===== src/rtl/dmem_ctrl_pkg.sv =====
// Shared types and default constants for the data-memory sequencer.
package dmem_ctrl_pkg;

  localparam int unsigned DEPTH_WORDS = 512;
  localparam int unsigned STARVE_MAX  = 8;

  typedef enum logic [1:0] {
    SZ_B = 2'd0,
    SZ_H = 2'd1,
    SZ_W = 2'd2
  } size_e;

  typedef enum logic {
    IDLE   = 1'b0,
    SECOND = 1'b1
  } state_e;

  // Byte-enable pattern for an access of the given size, starting at lane 0.
  function automatic logic [3:0] size_mask(logic [1:0] size);
    logic [3:0] m;
    case (size)
      2'd0:    m = 4'b0001;
      2'd1:    m = 4'b0011;
      default: m = 4'b1111;
    endcase
    return m;
  endfunction

endpackage


===== src/rtl/dmem_lane_align.sv =====
// Byte-lane steering: merges store data into a memory word and extracts/extends load data.
// part selects the word of a split access (0 = low word, 1 = following word).
module dmem_lane_align
  import dmem_ctrl_pkg::*;
(
  input  logic [1:0]  off,
  input  logic [1:0]  size,
  input  logic        is_unsigned,
  input  logic        part,
  input  logic [31:0] wdata,
  input  logic [31:0] old_word,
  input  logic [31:0] hold_word,
  output logic [31:0] merged,
  output logic [31:0] load_data
);

  logic [4:0]  sh;
  logic [63:0] wd_sh;
  logic [7:0]  mask_sh;
  logic [31:0] lane_d;
  logic [3:0]  lane_m;
  logic [63:0] rd_pair;
  logic [31:0] rd_lo;

  assign sh = {off, 3'b000};

  always_comb begin
    wd_sh   = {32'h0, wdata} << sh;
    mask_sh = {4'h0, size_mask(size)} << off;
    lane_d  = part ? wd_sh[63:32] : wd_sh[31:0];
    lane_m  = part ? mask_sh[7:4] : mask_sh[3:0];
    merged  = old_word;
    for (int j = 0; j < 4; j++) begin
      if (lane_m[j]) merged[8*j +: 8] = lane_d[8*j +: 8];
    end

    // A split load sees the held low word below the current word.
    rd_pair = part ? {old_word, hold_word} : {32'h0, old_word};
    rd_lo   = 32'(rd_pair >> sh);
    case (size_e'(size))
      SZ_B:    load_data = is_unsigned ? {24'h0, rd_lo[7:0]} : {{24{rd_lo[7]}}, rd_lo[7:0]};
      SZ_H:    load_data = is_unsigned ? {16'h0, rd_lo[15:0]} : {{16{rd_lo[15]}}, rd_lo[15:0]};
      default: load_data = rd_lo;
    endcase
  end

endmodule


===== src/rtl/dmem_ctrl.sv =====
// Core/debug arbiter and access sequencer for the word-addressed data memory.
// Define DMEM_CTRL_MISALIGN_EN to split misaligned accesses; otherwise they return an error.
module dmem_ctrl #(
  parameter int unsigned DEPTH_WORDS = dmem_ctrl_pkg::DEPTH_WORDS,
  parameter int unsigned STARVE_MAX  = dmem_ctrl_pkg::STARVE_MAX
) (
  input  logic        clk,
  input  logic        rst_n,
  input  logic        core_req,
  input  logic        core_we,
  input  logic [1:0]  core_size,
  input  logic        core_unsigned,
  input  logic [31:0] core_addr,
  input  logic [31:0] core_wdata,
  output logic [31:0] core_rdata,
  output logic        core_ready,
  output logic        core_err,
  input  logic        dbg_req,
  input  logic        dbg_we,
  input  logic [29:0] dbg_addr,
  input  logic [31:0] dbg_wdata,
  output logic [31:0] dbg_rdata,
  output logic        dbg_ready,
  output logic [29:0] mem_addr,
  output logic [31:0] mem_wdata,
  output logic        mem_we,
  output logic        mem_re,
  input  logic [31:0] mem_rdata
);
  import dmem_ctrl_pkg::*;

  localparam int unsigned SW = (STARVE_MAX > 0) ? $clog2(STARVE_MAX + 1) : 1;

`ifdef DMEM_CTRL_MISALIGN_EN
  localparam logic MisalignEn = 1'b1;
`else
  localparam logic MisalignEn = 1'b0;
`endif

  logic          in_second;
  logic [31:0]   hold_word;
  logic [29:0]   word_a;
  logic [30:0]   word_b;
  logic [1:0]    off;
  logic          misaligned;
  logic          size_err;
  logic          range_err;
  logic          acc_err;
  logic [SW-1:0] starve_q, starve_d;
  logic          starve_full;
  logic          dbg_grant;
  logic          core_grant;
  logic [31:0]   merged;
  logic [31:0]   load_data;

  assign word_a = core_addr[31:2];
  assign off    = core_addr[1:0];
  assign word_b = {1'b0, word_a} + 31'd1;

  assign misaligned = ((core_size == 2'd1) && off[0]) || ((core_size == 2'd2) && (off != 2'd0));
  assign size_err   = (core_size == 2'd3);
  // Both words of a split access are range-checked before the first one is written.
  assign range_err  = ({2'b00, word_a} >= DEPTH_WORDS) ||
                      (misaligned && ({1'b0, word_b} >= DEPTH_WORDS));
  assign acc_err    = !in_second && (size_err || range_err || (misaligned && !MisalignEn));

  assign starve_full = (starve_q == SW'(STARVE_MAX));
  assign dbg_grant   = !in_second && dbg_req && (!core_req || starve_full);
  assign core_grant  = in_second || (core_req && !dbg_grant);

  always_comb begin
    starve_d = starve_q;
    if (!dbg_req || dbg_grant) begin
      starve_d = '0;
    end else if (!starve_full) begin
      starve_d = starve_q + SW'(1);
    end
  end

  always_ff @(posedge clk or negedge rst_n) begin
    if (!rst_n) begin
      starve_q <= '0;
    end else begin
      starve_q <= starve_d;
    end
  end

`ifdef DMEM_CTRL_MISALIGN_EN
  state_e      state_q, state_d;
  logic [31:0] hold_q, hold_d;
  logic        split_go;

  assign split_go = core_grant && !in_second && misaligned && !acc_err;

  always_comb begin
    state_d = IDLE;
    hold_d  = hold_q;
    if (state_q == IDLE && split_go) begin
      state_d = SECOND;
      hold_d  = mem_rdata;
    end
  end

  always_ff @(posedge clk or negedge rst_n) begin
    if (!rst_n) begin
      state_q <= IDLE;
      hold_q  <= '0;
    end else begin
      state_q <= state_d;
      hold_q  <= hold_d;
    end
  end

  assign in_second = (state_q == SECOND);
  assign hold_word = hold_q;
`else
  assign in_second = 1'b0;
  assign hold_word = '0;
`endif

  dmem_lane_align u_align (
    .off         (off),
    .size        (core_size),
    .is_unsigned (core_unsigned),
    .part        (in_second),
    .wdata       (core_wdata),
    .old_word    (mem_rdata),
    .hold_word   (hold_word),
    .merged      (merged),
    .load_data   (load_data)
  );

  always_comb begin
    mem_addr   = '0;
    mem_wdata  = '0;
    mem_we     = 1'b0;
    mem_re     = 1'b0;
    core_ready = 1'b0;
    core_err   = 1'b0;
    core_rdata = '0;
    dbg_ready  = 1'b0;
    dbg_rdata  = '0;
    if (rst_n) begin
      if (dbg_grant) begin
        mem_re    = 1'b1;
        mem_addr  = dbg_addr;
        mem_we    = dbg_we;
        mem_wdata = dbg_wdata;
        dbg_ready = 1'b1;
        dbg_rdata = mem_rdata;
      end else if (core_grant) begin
        mem_re   = 1'b1;
        mem_addr = in_second ? word_b[29:0] : word_a;
        if (acc_err) begin
          core_ready = 1'b1;
          core_err   = 1'b1;
        end else begin
          mem_we    = core_we;
          mem_wdata = merged;
          if (in_second || !misaligned) begin
            core_ready = 1'b1;
            core_rdata = core_we ? 32'h0 : load_data;
          end
        end
      end
    end
  end

endmodule


===== config.mk =====
export PLATFORM = sky130hd
export DESIGN_NAME = dmem_ctrl
export DESIGN_NICKNAME = d
export VERILOG_FILES = /design/src/rtl/dmem_ctrl_pkg.sv /design/src/rtl/dmem_lane_align.sv /design/src/rtl/dmem_ctrl.sv
export SDC_FILE = /design/constraint.sdc
export NUM_CORES = 1
export LEC_CHECK = 0
export ABC_AREA = 1
export CELL_PAD_IN_SITES_DETAIL_PLACEMENT = 1
export CELL_PAD_IN_SITES_GLOBAL_PLACEMENT = 1
export CORE_MARGIN = 8
export CORE_UTILIZATION = 18
export CTS_CLUSTER_DIAMETER = 120
export CTS_CLUSTER_SIZE = 16
export DETAILED_ROUTE_END_ITERATION = 6
export GPL_TIMING_DRIVEN = 0
export PLACE_DENSITY_LB_ADDON = 0.2
export SLEW_MARGIN = 20
export SYNTH_ARGS = -nofsm -noshare
export SYNTH_HDL_FRONTEND = slang
export SYNTH_SLANG_ARGS = --single-unit

===== constraint.sdc =====
create_clock -name clk -period 2.06 [get_ports clk]
set_input_delay 0.412 -clock clk [delete_from_list [all_inputs] [get_ports clk]]
set_output_delay 0.412 -clock clk [all_outputs]
set_load 0.01 [all_outputs]

==> results.md, run 1 <==
- Most common cell on crit path: buf_6
- CP max FO: 6
- Synth Instances: just over 600
- Pwr Density: roughly 220 nW/um2
- Max_cap viols: 0
- P_int: 967 uW
- Via count: roughly 5700
- Type of the worst setup path: reg2out
- Inst Count DP: 1121
- Vias in the first global route: about 6300
- Drt pass-1 iters: 4
- Sequential Power Share: 4.9%
- Slowest stage cell, crit path: dfrtp_1
- Area delta synth->final: 150%
- CP Buf/Inv Count: 6
- Max incr delay on CP: 0.38 ns
- Largest area contributor in the netlist: nand2_1
- Clock network fraction of total power: 17.8%
- Sink Count: 4
- Most common cell after layout, fill and taps aside: nand2_1
- Final number of setup-violating endpoints: 130
- CTS tree: built
- Warnings, synthesis: 0
- Cell family with most CP delay: buffers and inverters
- HP Class: in2async
- Top cell type's share of synthesized area: 23.2%
- Gr usage total: 22.6%
- Clk slew on worst S/H paths: 0.03 ns
- Total Nets Final: between 1000 and 1500
- Syn_nets: approximately 780
- I/O Buffers: 295
- Critical path required time: 1.65 ns
- Pin count of the biggest net entering global routing: 11
- Finished Layout Cells: roughly 1200
- Netlist Area Pre-Place: between 3000 and 4000 um2
- Ordered list of cells on the worst path: inv_1, ha_2, nand3b_1, nand2_4, a21oi_4, buf_4, buf_8, buf_6, buf_6, a22o_1, buf_6
- Sequential element share of the synthesized area: 3.29%
- Most frequent cells in the layout: 149 x nand2_1, 135 x clkdlybuf4s50_1, 97 x buf_2
- Clock Latency Late Sink: approximately 0.22 ns
- Fmax achieved: 403 MHz
- Final Hold Vio Count: 0
- Worst EP arrival: 2.07 ns
- Failing checks: setup timing
- Net Switching: approximately 700 uW
- Post-DP HPWL: 20600 um
- Total power: about 1.7 mW
- Status: complete, but fails checks
- Max FFs per register: 4
- Effective utilization at floorplan: a little under a fifth
- Reg2reg start: starve_q[0]$_DFFE_PN0P_
- RR Endpoint: starve_q[3]$_DFFE_PN0P_
- RSZ-0062 raised after global routing: true
- Layout cells sized above 1: 38.9%
- 1st-iter DRT viols: 217
- Yosys cell types: 31
- Clock buffer depth: 2
- Worst Setup Start Kind: flip-flop
- Hold_buf cts: 0
- # DRC: 0
- TritonCTS Buffers: 3
- Tightest Pin Transition: around 0.46 ns
- Critical Path End Type: output port
- Final min period: 2.48 ns
- FP Rows: 47
- DR WL/cell: 21.7 um
- RePlAce Congestion: between 0.8 and 0.9
- FF-to-FF path depth: 6
- # IOs: 298
- Hold WS: 0.0611 ns
- Antenna-violating nets left: 0
- Sw frac: a little over two fifths
- Avg Inst Size Synth: 5.03 um2
- Via/cell ratio: roughly 4.8
- Reg2Reg Setup Slack: 0.76 ns
- Reg with most FFs: starve_q
- Comb pwr share: 77.3%
- Max-Slew Margin vs Limit: between 60 and 70%
- Grt ovf: 0
- Clock skew: 0.000139 ns
- VDD IR max: ~300 uV
- Die width: 146 um
- Die Area: 21300 um2
- Top post-synthesis cells by area: nand2_1 23%, o21ai_0 11%, nand3_1 9.2%
- Top Registers: starve_q: 4 flops
- Worst setup margin: -0.419 ns
- Leakage: 3.72 nW
- Initial antenna violation count: 1
- Die Y: 146 um
- H-Tree Depth: 1
- Flop and latch count out of synthesis: 4
- Core area: 16600 um2
- Max Transition Viols Final: 0
- Fin crit share: 120%
- First-pass GRT wire length: 37800 um
- CTS root buf: clkbuf_16
- Final WL: 26000 um
- FILL cells: around 2200
[layer usage]
metal | part of all wire, % | up-vias | global-route usage (%)
li1 | - | 2755 | -
met1 | 37 | 2725 | 24.2
met2 | 53 | 226 | 43.5
met3 | 8.1 | 22 | 6.27
met4 | 1.4 | 0 | 3.71
met5 | 0 | - | 0
[cell usage after synthesis, drive strengths merged]
cell,n
nand3b,2
a22o,29
o21ai,69
clkbuf,12
nand2,189
nor2,75
a21oi,26
ha,2
xnor2,1
inv,65
dfrtp,4
nor3,16
a22oi,9
buf,34
o211ai,7
xor2,1
nand3,57
nand4,8
[worst max-delay path by stage]
stage                       startpoint              to  cells past startpoint  slack (ns)
6_report       starve_q[0]$_DFFE_PN0P_     mem_addr[3]                     11       -0.42
3_3_place_gp                     rst_n   mem_wdata[17]                      7       -1.42
2_1_floorplan  starve_q[0]$_DFFE_PN0P_   mem_wdata[12]                      8        0.05
3_5_place_dp                     rst_n   mem_wdata[17]                      7       -1.34
4_1_cts        starve_q[1]$_DFFE_PN0P_  core_rdata[29]                     11       -0.44
5_1_grt        starve_q[1]$_DFFE_PN0P_  core_rdata[20]                     11       -0.52
[cell type report]
class	instances	area (um2)	area share, %
antenna	1	2.50	0.0328
buffer	44	410	5.38
clock buffer	3	75.1	0.984
inverter	65	265	3.48
multi-input combinational	492	3010	39.4
sequential	4	100	1.31
tap	220	275	3.61
timing repair buffer	372	3490	45.8
[cell families after synthesis]
kind of cell | share of synthesized area, %
xor+xnor | 0.575
compound gates | 29.3
buf+inv | 16.0
flops | 3.29
simple gates | 50.0
fa+ha+maj | 0.821
[per-stage QoR]
stage	utilization (%)	cell area, um2	setup TNS [ns]	setup WS, ns
after detailed placement	37.8	6270	-144.57	-1.34
after global placement	37.8	6270	-150.52	-1.42
after floorplan	-	3050	0	0.0490
after global routing	46.0	7630	-49.73	-0.524
final	46.0	7630	-39.65	-0.419
after CTS	42.0	6970	-37.67	-0.440
[power groups by stage]
stage          logic (mW)  registers (mW)  clock network (mW)
2_1_floorplan       0.432          0.0832                   0
4_1_cts              1.20          0.0820               0.303
6_report             1.30          0.0824               0.301
3_5_place_dp         1.09          0.0837                   0
3_3_place_gp         1.09          0.0835                   0
5_1_grt              1.40          0.0825               0.309
[repair_timing]
item | CTS | global route
gates cloned | 12 | 3
pin swaps | 54 | 33
setup buffers | 57 | 16
gates resized for setup | 742 | 185
setup endpoints to repair | 131 | 131
Power figures use the tool's default switching activity.
==> run 2, diff against run 1 <==
--- a/config.mk
+++ b/config.mk
@@ -6,6 +6,7 @@
 export NUM_CORES = 1
 export LEC_CHECK = 0
 export ABC_AREA = 1
+export ABC_CLOCK_PERIOD_IN_PS = 2060
 export CELL_PAD_IN_SITES_DETAIL_PLACEMENT = 1
 export CELL_PAD_IN_SITES_GLOBAL_PLACEMENT = 1
 export CORE_MARGIN = 8
@@ -15,6 +16,7 @@
 export DETAILED_ROUTE_END_ITERATION = 6
 export GPL_TIMING_DRIVEN = 0
 export PLACE_DENSITY_LB_ADDON = 0.2
+export RECOVER_POWER = 25
 export SLEW_MARGIN = 20
 export SYNTH_ARGS = -nofsm -noshare
 export SYNTH_HDL_FRONTEND = slang
==> results of run 2 <==
Same layout as run 1: the final DEF is identical, and so are final timing and power.
==> RTL change 1, RTL diff (settings of run 1) <==
Build with the macro `DMEM_CTRL_MISALIGN_EN` defined.
--- a/src/rtl/dmem_ctrl.sv
+++ b/src/rtl/dmem_ctrl.sv
@@ -2,2 +2,4 @@
 // Define DMEM_CTRL_MISALIGN_EN to split misaligned accesses; otherwise they return an error.
+`define DMEM_CTRL_MISALIGN_EN
+
 module dmem_ctrl #(
Function: changed (Yosys sat finds a counterexample within 4 cycles, from zero or initial values and one cycle with rst_n low).
==> RTL change 1 against run 1 <==
  * The run still ends with negative setup slack left
  * Count of clock-buffer cells in the layout up 3
  * Sequential cell count up 33
  * Synthesized cell count is 110% higher
  * Global-route usage decreased by 0.16 points
  * Design area rose by 85%
  * Worst setup slack worse by 0.62 ns
  * Power rose by 130%
  * Routed wire length rose by 95%
  * Die area increased by 99%
  * Synthesized area increased by 110%
==> RTL change 1: results (changes against run 1) <==
* TritonCTS buffer count at 5 (+2)
* DR WL/cell at 23.5 microns (+8.6%)
* Setup crit end: core_rdata[20]
* WL final at 50.8 mm (+95%)
* DP Cell Count at 2027 (+81%)
* Final WS setup at -1.03 ns (-0.616 ns)
* Async SR Flop Fraction at 100% (unchanged)
* R2R setup slack at -0.24 ns (-1.00 ns)
* Critical path's slowest cell: buf_12
* H-tree Lvls at 2 (+1)
* Hold WC Path Type: in2async
* Largest net degree at the start of global routing at 30 (+19)
* Status: complete, but fails checks
* Clk Latency, worst-skew pair at 0.30 ns (+0.08 ns)
* Worst reg2reg path endpoint: hold_q[31]
* Failing checks: negative setup slack
* Most common library cells after synthesis: nand2_1, nor2_1, o21ai_0, inv_1, nand3_1
* Vias in the first global route at 11100 (+75%)
* Mean post-synth cell area at 5.14 sq um (+2.2%)
* Synth Warn # at 0 (unchanged)
* Synth unique cells at 43 (+39%)
* 1st-iter DRT viols at 656 (+200%)
* Crit path DAT at 2.68 ns (+0.61 ns)
* Port bufs at 296 (+0.34%)
* Vias per cell at 4.92 (+3.2%)
* Leakage at 6.31 nW (+70%)
* GRT Util Overall at 22.4% (-0.16 points)
* Synth area leaders: nand2_1, dfrtp_1, nor2_1
* Max incr delay on CP at 0.18 ns (-0.20 ns)
* Setup Viol. Count Final at 164 (+26%)
* Clk_skew at 0.00761 ns (+0.00747 ns)
* Top FF cell, synth: dfrtp_1
* Largest register by flop count: hold_q
* Cell family with most CP delay: simple AND/OR/NAND/NOR gates
* Slew @ Worst Pin at 0.618 ns (+0.154 ns)
* Peak supply drop at 0.000258 V (-14%)
* First-pass GRT wire length at 71.8 mm (+90%)
* Final #Nets at 1870 (+62%)
* Crit-path max FO at 7 (+1)
* Post-DP HPWL at 39.8 mm (+94%)
* Max reg flops at 32 (+28)
* Sequential-to-total area share from yosys stat at 14.2% (+11 points)
* Share of cells above drive strength 1 at 41.8% (+2.9 points)
* Reg clk slew, reported paths at 0.06 ns (+0.03 ns)
* R2R depth at 16 (+10)
* Ant. Diodes at 0 (-1)
* CP Launch Point: core_addr[2]
* Pre-Repair DR Iteration Count at 5 (+1)
* Routability cong. at 0.921 (+11%)
* Syn Nets at 1440 (+86%)
[RTL change 1: per-layer routing]
metal,vias to the layer above,wire length [microns],part of all wire [%],track usage (%)
li1,5059,-,-,-
met4,2,1020,2.0,4.45
met1,5162,21000,41,27.3
met2,362,25900,51,40.5
met5,-,12,0.024,0
met3,55,2940,5.8,4.12
[RTL change 1: how the worst min path moves through the flow]
stage                         start          to  slack (ns)  cells after the start
after floorplan               rst_n   hold_q[0]        0.12                      0
after global routing          rst_n  hold_q[26]        0.02                      1
final                         rst_n  hold_q[26]       0.008                      1
after CTS                     rst_n  hold_q[27]        0.05                      1
after detailed placement      rst_n  hold_q[20]        0.36                      1
after global placement    hold_q[5]   hold_q[5]        0.46                      2
[RTL change 1: metrics by stage]
| stage | instance area, sq um | worst slack [ns] | TNS [ns] | hold slack (ns) |
|---|---|---|---|---|
| finish | 14100 | -1.03 | -110.21 | 0.00789 |
| global placement | 10500 | -3.15 | -461.44 | 0.457 |
| global route | 14100 | -1.18 | -129.30 | 0.0153 |
| detailed placement | 10500 | -2.54 | -300.23 | 0.364 |
| CTS | 12700 | -1.08 | -114.20 | 0.0474 |
| floorplan | 6950 | -0.347 | -23.31 | 0.116 |
[RTL change 1: cell families after synthesis]
group           count (synthesis)  share of synthesized area, %
simple gates                  758                          46.8
compound gates                260                          24.3
buf+inv                       197                          12.2
flops                          37                          14.2
xor+xnor                       10                          1.34
fa+ha+maj                       4                         0.767
mux                             3                         0.460
[RTL change 1: cell type report]
| class | instances | area, sq um |
|---|---|---|
| multi-input cells | 1035 | 6750 |
| clock buffers | 6 | 129 |
| flip-flops and latches | 37 | 926 |
| repair buffers | 431 | 4550 |
| well taps | 461 | 577 |
| fillers | 4365 | 21500 |
| inverters | 123 | 519 |
| clock inverters | 2 | 38.8 |
| plain buffers | 66 | 651 |
[RTL change 1: power breakdown]
| group | switching [mW] | internal (mW) | leakage, nW | total (mW) |
|---|---|---|---|---|
| clock network | 0.339 | 0.575 | 0.0810 | 0.914 |
| logic | 1.25 | 0.928 | 5.71 | 2.18 |
| registers | 0.00298 | 0.730 | 0.515 | 0.733 |
| total | 1.59 | 2.23 | 6.31 | 3.83 |
[RTL change 1: timing repair]
action                     in CTS  in global routing
gates resized for setup      1061                407
hold buffers                    0                  0
cloned                          7                  7
setup endpoints to repair     168                164
pin swaps                      69                 83
buffers inserted               76                 58
==> RTL change 2, RTL diff (flow settings as in run 1) <==
Made on the original files. Register the output `core_err`, with the module's reset; this adds one clock of latency there. The other outputs are not delayed to match.
--- a/src/rtl/dmem_ctrl.sv
+++ b/src/rtl/dmem_ctrl.sv
@@ -32,2 +32,4 @@
   localparam int unsigned SW = (STARVE_MAX > 0) ? $clog2(STARVE_MAX + 1) : 1;
+
+  logic core_err_d;
 
@@ -138,3 +140,3 @@
     core_ready = 1'b0;
-    core_err   = 1'b0;
+    core_err_d = 1'b0;
     core_rdata = '0;
@@ -155,3 +157,3 @@
           core_ready = 1'b1;
-          core_err   = 1'b1;
+          core_err_d = 1'b1;
         end else begin
@@ -168,2 +170,10 @@
 
+  always_ff @(posedge clk or negedge rst_n) begin
+    if (!rst_n) begin
+      core_err <= '0;
+    end else begin
+      core_err <= core_err_d;
+    end
+  end
+
 endmodule
Function: changed (a bounded check fails within 4 cycles, from zero or initial values and one cycle with rst_n low).
==> RTL change 2 against run 1 <==
  * The run still ends with negative setup slack left
  * Largest power group unchanged
  * Design area decreased by 0.64%
  * First-iteration DRC count decreased by 2.3%
  * Largest cell class unchanged
  * Power increased by 3.4%
  * Worst setup slack improved by 0.076 ns
  * Routed wire length increased by 0.38%
  * Sequential power increased by 25%
  * Highest routed layer is now met5
  * Sequential cell count increased by 1
  * Synthesized area increased by 6.2%
==> RTL change 2: results (changes against run 1) <==
* Vias in the first global route at 6275 (-0.82%)
* Regs by FF count: starve_q (4), core_err (1)
* Peak supply drop at 0.000350 V (+17%)
* WL final at 26.1 mm (+0.38%)
* Setup Viol. Count Final at 127 (-2.3%)
* Status: complete, but fails checks
* Total vias in the final route at 5817 (+1.6%)
* R2R depth at 9 (+3)
* Crit-path max FO at 5 (-1)
* First-pass GRT wire length at 37.6 mm (-0.37%)
* Final WS setup at -0.343 ns (+0.0762 ns)
* Setup crit end: mem_wdata[12]
* Post-DP HPWL at 20.7 mm (+0.66%)
* Fin cells at 1231 (+2.5%)
* Crit path DAT at 1.99 ns (-0.08 ns)
* FILL cells at 2319 (+6.8%)
* Seq. cell area at 125 sq um (+25%)
* Mean post-synth cell area at 5.01 sq um (-0.37%)
* Mapped Area at 3240 sq um (+6.2%)
* Dpl cell area at 6480 sq um (+3.3%)
* Failing checks: negative setup slack
* Sequential-to-total area share from yosys stat at 3.87% (+0.58 points)
* Internal at 1.00 mW (+3.7%)
* Multi-input gates at 525 (+6.7%)
* GRT Util Overall at 21.8% (-0.71 points)
* Syn Nets at 815 (+5.2%)
* Fraction of area in multi-input gates at 40.1% (+0.62 points)
* Seq/total area at 1.65% (+0.34 points)
* Met3 Use GR at 5.68% (-0.59 points)
* Clk_skew at 0.00240 ns (+0.00226 ns)
* Clock Buffer Count at 4 (+1)
* Routability cong. at 0.915 (+10%)
* 1st-iter DRT viols at 212 (-2.3%)
* Most common library cells after synthesis: nand2_1, nor2_1, o21ai_0, inv_1, nand3_1
* Pre-CTS setup slack at -1.38 ns (-0.0408 ns)
* Met3 Wirelength at 2.06 mm (-1.5%)
* M1 WL at 10.3 mm (+6.4%)
* Port bufs at 296 (+0.34%)
-- RTL change 2: cell count changes after synthesis, sizes merged, moves of 6 or more --
cell,delta
a21oi,-9
o21ai,+14
nand4,+10
o211ai,+8
a22oi,-6
nor3,-16
nor2,+40
-- RTL change 2: worst min path at each step --
| stage | from | endpoint | slack, ns | depth (start not counted) |
|---|---|---|---|---|
| 2_1_floorplan | rst_n | core_err | 0.12 | 0 |
| 3_3_place_gp | starve_q[0] | starve_q[0] | 0.48 | 1 |
| 3_5_place_dp | starve_q[0] | starve_q[0] | 0.50 | 1 |
| 4_1_cts | rst_n | starve_q[0] | 0.17 | 1 |
| 5_1_grt | rst_n | starve_q[0] | 0.03 | 1 |
| 6_report | rst_n | starve_q[0] | 0.02 | 1 |
-- RTL change 2: repair_timing --
action                                  4_1_cts  5_1_grt
pin swaps                                    63       43
gates resized for setup                     787      109
cloned                                       15        3
endpoints found under the hold margin         0        0
endpoints found under the setup margin      130      130
setup buffers                                38        4
-- RTL change 2: kinds of logic after synthesis --
family / after synthesis / share of synthesized area [%]
xor gates and xnor gates: 2 / 0.541
DFF: 5 / 3.87
buffers and inverters: 116 / 16.5
AOI/OAI and AO/OA: 147 / 28.4
adders and majority gates: 2 / 0.773
and+or+nand+nor: 374 / 49.9
-- RTL change 2: power by group through the flow --
stage / Clock, mW / Combinational (mW) / Sequential, mW
after floorplan: 0 / 0.463 / 0.105
after global placement: 0 / 1.13 / 0.105
after detailed placement: 0 / 1.14 / 0.105
after CTS: 0.324 / 1.27 / 0.103
after global routing: 0.338 / 1.42 / 0.103
final: 0.323 / 1.32 / 0.103
